$ cat config.mk
export PLATFORM = sky130hd
export DESIGN_NAME = reg_bank
export DESIGN_NICKNAME = d
export VERILOG_FILES = /design/src/rtl/reg_bank_pkg.sv /design/src/rtl/reg_bank_btn_sync_edge.sv /design/src/rtl/reg_bank.sv
export SDC_FILE = /design/constraint.sdc
export NUM_CORES = 1
export LEC_CHECK = 0
export BUFFER_PORTS_ARGS = -buffer_cell sky130_fd_sc_hd__buf_2
export CORE_AREA = 3 3 99 77
export CTS_CLUSTER_DIAMETER = 200
export CTS_CLUSTER_SIZE = 14
export DETAILED_ROUTE_END_ITERATION = 10
export DIE_AREA = 0 0 102 80
export GPL_ROUTABILITY_DRIVEN = 0
export PLACE_DENSITY = 0.62
export SYNTH_ARGS = -nofsm -noshare
export SYNTH_HDL_FRONTEND = slang
export SYNTH_SLANG_ARGS = --single-unit
$ cat constraint.sdc
create_clock -name clk -period 2.1 [get_ports clk]
set_input_delay 0.105 -clock clk [delete_from_list [all_inputs] [get_ports clk]]
set_output_delay 0.105 -clock clk [all_outputs]
set_load 0.02 [all_outputs]
$ cat src/rtl/reg_bank_pkg.sv
// Shared definitions for the button-driven register bank.
package reg_bank_pkg;

  typedef enum logic [1:0] {
    MODE_LOAD   = 2'b00,
    MODE_SHIFT  = 2'b01,
    MODE_ROTATE = 2'b10,
    MODE_CLEAR  = 2'b11
  } mode_e;

  localparam logic [7:0] OP_CNT_MAX = 8'hFF;

endpackage

$ cat src/rtl/reg_bank_btn_sync_edge.sv
// Two-flop synchroniser plus history flop; emits a one-cycle pulse per rising edge of btn_in.
module btn_sync_edge (
  input  logic clk,
  input  logic rst,
  input  logic btn_in,
  output logic pulse
);

  logic s1, s2, s3;

  always_ff @(posedge clk or posedge rst) begin
    if (rst) begin
      s1 <= 1'b0;
      s2 <= 1'b0;
      s3 <= 1'b0;
    end else begin
      s1 <= btn_in;
      s2 <= s1;
      s3 <= s2;
    end
  end

  assign pulse = s2 & ~s3;

endmodule

$ cat src/rtl/reg_bank.sv
// Register bank whose LOAD/SHIFT/ROTATE/CLEAR operations are triggered by a debounced button press.
module reg_bank
  import reg_bank_pkg::*;
#(
  parameter int WIDTH = 8,
  parameter int DEPTH = 4,
  parameter int AW    = 2
) (
  input  logic             clk,
  input  logic             rst,
  input  logic             btn0,
  input  logic [1:0]       mode,
  input  logic [AW-1:0]    wr_addr,
  input  logic [WIDTH-1:0] D,
  input  logic [AW-1:0]    rd_addr,
  output logic [WIDTH-1:0] Q,
  output logic             done,
  output logic [7:0]       op_cnt
);

  logic             req;
  mode_e            op;
  logic [WIDTH-1:0] regs [DEPTH];

  btn_sync_edge u_btn (
    .clk    (clk),
    .rst    (rst),
    .btn_in (btn0),
    .pulse  (req)
  );

  assign op = mode_e'(mode);

  always_ff @(posedge clk or posedge rst) begin
    if (rst) begin
      for (int unsigned i = 0; i < DEPTH; i++) regs[AW'(i)] <= '0;
      done   <= 1'b0;
      op_cnt <= '0;
    end else begin
      done <= req;
      if (req) begin
        // CLEAR is the only operation that leaves the counter alone.
        if (op != MODE_CLEAR && op_cnt != OP_CNT_MAX) op_cnt <= op_cnt + 8'd1;
        case (op)
          MODE_LOAD: begin
            if (int'(wr_addr) < DEPTH) regs[wr_addr] <= D;
          end
          MODE_SHIFT: begin
            for (int unsigned i = 1; i < DEPTH; i++) regs[AW'(i)] <= regs[AW'(i - 1)];
            regs[0] <= D;
          end
          MODE_ROTATE: begin
            for (int unsigned i = 1; i < DEPTH; i++) regs[AW'(i)] <= regs[AW'(i - 1)];
            regs[0] <= regs[AW'(DEPTH - 1)];
          end
          MODE_CLEAR: begin
            for (int unsigned i = 0; i < DEPTH; i++) regs[AW'(i)] <= '0;
          end
        endcase
      end
    end
  end

  always_comb begin
    Q = '0;
    if (int'(rd_addr) < DEPTH) Q = regs[rd_addr];
  end

endmodule

# Word-level counts from Yosys, hierarchy flattened
# Index checks and enable logic that the tools add are counted.
[totals] ff_bits=44 latchBits=0 ram_bits=0 rom_bits=0 in_bits=17 out_inout_bits=17 wordCells=33 memories=0
[classes] addsub=1 n_mul=0 div=0 magnitude_cmp=3 eq_ne=5 shifts=0 muxes=7 bitwise_logic=4 n_reduce_logical=4
[ops] operator="case mux 32 bit (4 select lines)" count=1
[ops] operator="bitwise mux 32 bit" count=1
[ops] operator="two-way mux 8 bit" count=3
[ops] operator="binary-select mux 8 bit (select 2 bit)" count=1
[ops] operator="demux 8 bit (select 2 bit)" count=1
[ops] operator="adder 8 x 1 -> 8 bit (second input constant)" count=1
[ops] operator="!= test 8 bit (second input constant)" count=1
[ops] operator=">= comparator 3 bit (second input constant)" count=2
[ops] operator="inverter 2 -> 3 bit" count=2
[ops] operator="equality test 2 bit (second input constant)" count=2
[ops] operator="less-than comparator 3 x 1 -> 1 bit (second input constant)" count=1
[ops] operator="equality test 2 x 1 -> 1 bit (second input constant)" count=1
[ops] operator="logical AND 1 bit" count=2
[ops] operator="zero test 2 bit" count=1
[ops] operator="!= test 2 bit (second input constant)" count=1
[ops] operator="AND reduction 2 bit" count=1
[ops] operator="AND 1 bit" count=1
[ops] operator="inverter 1 bit" count=1

# Depth between registers and ports, before layout
[logic_depth] depth_word=7 ltp_mapped=6 mapped_depth_nobuf=5

# Modules after synthesis
# From an unflattened synthesis, not the netlist that was laid out.
[hier_totals] cells_unflattened=170 hier_area_um2=2287.2
[by_module_without_submodules] module="reg_bank" instances=1 cells_per_inst=165 area_each_um2=2194.6 seq_area_each_um2=1026.0
[by_module_without_submodules] module="btn_sync_edge" instances=1 cells_per_inst=5 area_each_um2=92.6 seq_area_each_um2=75.1

# Least setup slack after synthesis
# No wires, ideal clock.
[synth_path] path_kind="register to register" start="register op_cnt[0]" end="register op_cnt[1]" setup_time_ns=0.128 arrival_time_ns=1.492 required_ns=1.972 slack_ns=0.480 path_stages_with_launch=5 path_buffers=0 period_less_slack_ns=1.620 cell_sequence="dfrtp_1 -> ha_1 -> nand4_1 -> o211ai_2 -> mux2_1"
[synth_between] elab_chain_cells=3 word_cells_on_any_way=4 cone_classes="1 x add/sub; 1 x eq/ne; 2 x reduce/logical"
[synth_rtl] element="start: declaration" line_no="reg_bank.sv:18" text="output logic [7:0] op_cnt"
[synth_rtl] element="start signal: assignment" line_no="reg_bank.sv:43" text="if (op != MODE_CLEAR && op_cnt != OP_CNT_MAX) op_cnt <= op_cnt + 8'd1;"
[synth_rtl] element="parallel branches: the longest is 3 deep, another holds adder 8 x 1 -> 8 bit"
# Parallel ways; which one is timed is not known.
# A chain may end at the register's enable or synchronous reset.

# Worst setup path after layout
# Ends and elaborated chain as after synthesis.

==> summary.md <==
| Metric | Value |
|---|---|
| PostCTS Resize Cnt | 0 |
| Max_cap viols | 0 |
| Leak | 1.10 nW |
| Switching Share | 0.330 |
| Clock buffer count from CTS | 5 |
| Sequential share of the synthesized area | 0.469 |
| Final wirelength | around 5.2 mm |
| CTS tree | yes |
| CTS max path bufs | 2 |
| Post-Syn Instances | 191 |
| Critical path type | register to register |
| Leading cell type in the layout, fill and taps excluded | dfrtp_1 |
| Worst setup SP type | register |
| Total global-route track usage | 0.134 |
| Setup TNS | 0 ps |
| Clock skew | 9.19 ps |
| Vias/cell | 5.36 |
| Flop pwr share | 0.462 |
| Final Cell Area | between 0.002 and 0.003 mm^2 |
| DRC Markers | 0 |
| Pre-antenna DRT Iters | 4 |
| Die width | 102 um |
| Die Y | 80 um |
| Final Hold Violating Endpoints | 0 |
| Fill cells | approximately 660 |
| Arrival @ worst endpoint | roughly 1800 ps |
| Synth Register Bits | 44 |
| Wire length per cell | 16.9 um |
| Routed Antenna Nets | 0 |
| Postcts setup bufs | 0 |
| Fraction of layout cells with a size suffix above 1 | 0.381 |
| Nets | 240 |
| I/O Buffers | 33 |
| Type of destination of the critical path | register |
| Met1 WL | ~2.6 mm |
| Final setup vio count | 0 |
| Post-route setup slack | 498 ps |
| Core area | 0.00677 mm^2 |
| Initial antenna violation count | 0 |
| Post-Syn Nets | 209 |
| Clock share of power | 0.277 |
| Maximum vdd drop | 0.412 mV |
| DR top layer | met4 |
| Cell Pwr Density | 934 mW/mm^2 |
| GRT overflow | 0 |
| Area share of the leading cell type in the synthesized netlist | 0.469 |
| Dpl hpwl | 3.53 mm |
| # IOs | 34 |
| Worst-skew pair later-pin latency | roughly 290 ps |
| Switching pwr | 0.820 mW |
| DRT iter0 DRCs | 86 |
| CTS Root Cell | clkbuf_8 |
| Int Power | 1.67 mW |
| DP Cell Count | between 200 and 300 |
| Syn avg cell area | 12.3 um^2 |
| Cell Area, Placed | ~0.0025 mm^2 |
| Ranking of synthesized cells by area | dfrtp_1 47%, a32oi_1 9.0%, mux4_2 7.7% |
| CTS Sinks | 44 |
| Met3 wire length | 266 um |
| Critical Path Fanout Max | 5 |
| Initial core utilization | 0.347 |
| Largest area contributor in the netlist | dfrtp_1 |
| Relative slew slack | 0.463 |
| Final Critical Period | roughly 1600 ps |
| Final Power | about 2.5 mW |
| H-tree Lvls | 2 |
| Die area | 0.00816 mm^2 |
| Clock Pin Slew Worst Setup and Hold Paths | 90 ps |
| Status | finished, final reports clean |
| Number of core rows | 26 |
| Fmax | 624 MHz |
| Post-Layout Cell Count | 307 |
| Antenna fix cells | 0 |
| Vias in the first global route | 1,595 |
| Number of library cell types mapped by synthesis | 36 |
| Slew @ Worst Pin | 803 ps |
| Commonest cells after routing, fill and taps aside | 44 x dfrtp_1, 33 x buf_2, 25 x nor2_1, 24 x a32oi_1, 17 x a21oi_2 |
| Hold/Removal Path Class | input pin to register |
| Met2 routed WL | 2.29 mm |
| DR vias | 1,647 |
| Mapped Area | 0.00235 mm^2 |
| First-pass GRT wire length | approximately 8.4 mm |
| Syn. warnings | 0 |
| Worst slack at placement | 505 ps |
| Combinational fraction of design power | 0.262 |
| RSZ-0062 raised after global routing | false |
| Worst Path Required | 2290 ps |
| Final period util | 0.763 |
| Final Max Slew Viols | 0 |
| Largest net degree at the start of global routing | 45 |
| Area Growth Syn to Fin | 13.5% |
## logic make-up (layout without fill, tap and decap cells)
| family | Yosys count | in the layout | share of synthesized area |
|---|---|---|---|
| multiplexers | 11 | 11 | 0.0912 |
| AO/OA/AOI/OAI | 64 | 64 | 0.243 |
| buffers and inverters | 18 | 50 | 0.0565 |
| adder cells (fa/ha/maj) | 1 | 1 | 0.00533 |
| AND/OR/NAND/NOR | 48 | 48 | 0.108 |
| flip-flops | 44 | 44 | 0.469 |
| XOR/XNOR | 5 | 5 | 0.0267 |
## final timing paths
kind,endpoint,cells past startpoint,slack [ps],from
max in group asynchronous,async pin,4,1230,rst
max reg2reg,op_cnt[1]$_DFFE_PP0P_,4,500,op_cnt[0]$_DFFE_PP0P_
max,op_cnt[1]$_DFFE_PP0P_,4,500,op_cnt[0]$_DFFE_PP0P_
min in group asynchronous,op_cnt[1]$_DFFE_PP0P_,4,490,rst
min,register,2,70,D[3]
min reg2reg,u_btn.s2$_DFF_PP0_,0,350,u_btn.s1$_DFF_PP0_
## stage by stage
step | hold slack [ps] | utilization
after floorplan | 136 | -
after global placement | 216 | 0.373
after CTS | 60.2 | 0.394
after detailed placement | 214 | 0.373
after global routing | 52.4 | 0.394
final | 74.8 | 0.394
## critical path: stages, from the launching register on
cell,delay [ps]
dfrtp_1,430
ha_1,220
nand4_1,160
o211ai_2,340
mux2_1,350
## synthesized netlist by cell type (all sizes together)
| library cell | instances |
|---|---|
| buf | 13 |
| mux4 | 8 |
| a22o | 8 |
| o31ai | 1 |
| o211ai | 1 |
| clkinv | 1 |
| nor3 | 2 |
| nand2b | 1 |
| dfrtp | 44 |
| nor2 | 30 |
| o31a | 2 |
| ha | 1 |
| inv | 3 |
| nand4 | 3 |
| a21oi | 26 |
| xnor2 | 1 |
| xor2 | 4 |
| mux2 | 3 |
| clkbuf | 1 |
| a32oi | 24 |
| a31oi | 1 |
| nand2 | 5 |
| nor2b | 3 |
| a41oi | 1 |
| nand3 | 3 |
| and2 | 1 |
## metal layers
| layer | global-route usage | vias to the layer above |
|---|---|---|
| met3 | 0.0358 | 6 |
| met5 | 0 | - |
| met2 | 0.193 | 38 |
| li1 | - | 790 |
| met1 | 0.203 | 813 |
| met4 | 0.0236 | 0 |
## power by group through the flow
stage                     sequential, mW  combinational [mW]  clock, mW
after CTS                           1.15               0.661      0.712
after global routing                1.17               0.716      0.755
after floorplan                     1.19               0.444          0
after detailed placement            1.16               0.658          0
final                               1.15               0.651      0.688
after global placement              1.16               0.647          0
## timing repair
item                                   in CTS  in global routing
endpoints found under the hold margin      45                  0
setup endpoints to repair                   0                  0
hold buffers                                2                  0
## layout make-up
| type | instances | area (um^2) | area share |
|---|---|---|---|
| clock buffer | 6 | 82.6 | 0.0310 |
| multi-input combinational | 129 | 1110 | 0.418 |
| timing repair buffer | 38 | 208 | 0.0780 |
| sequential | 44 | 1100 | 0.413 |
| tap | 84 | 105 | 0.0395 |
| inverter | 4 | 16.3 | 0.00611 |
| clock inverter | 2 | 38.8 | 0.0146 |
Note: power is estimated with default switching activity, not from simulation.
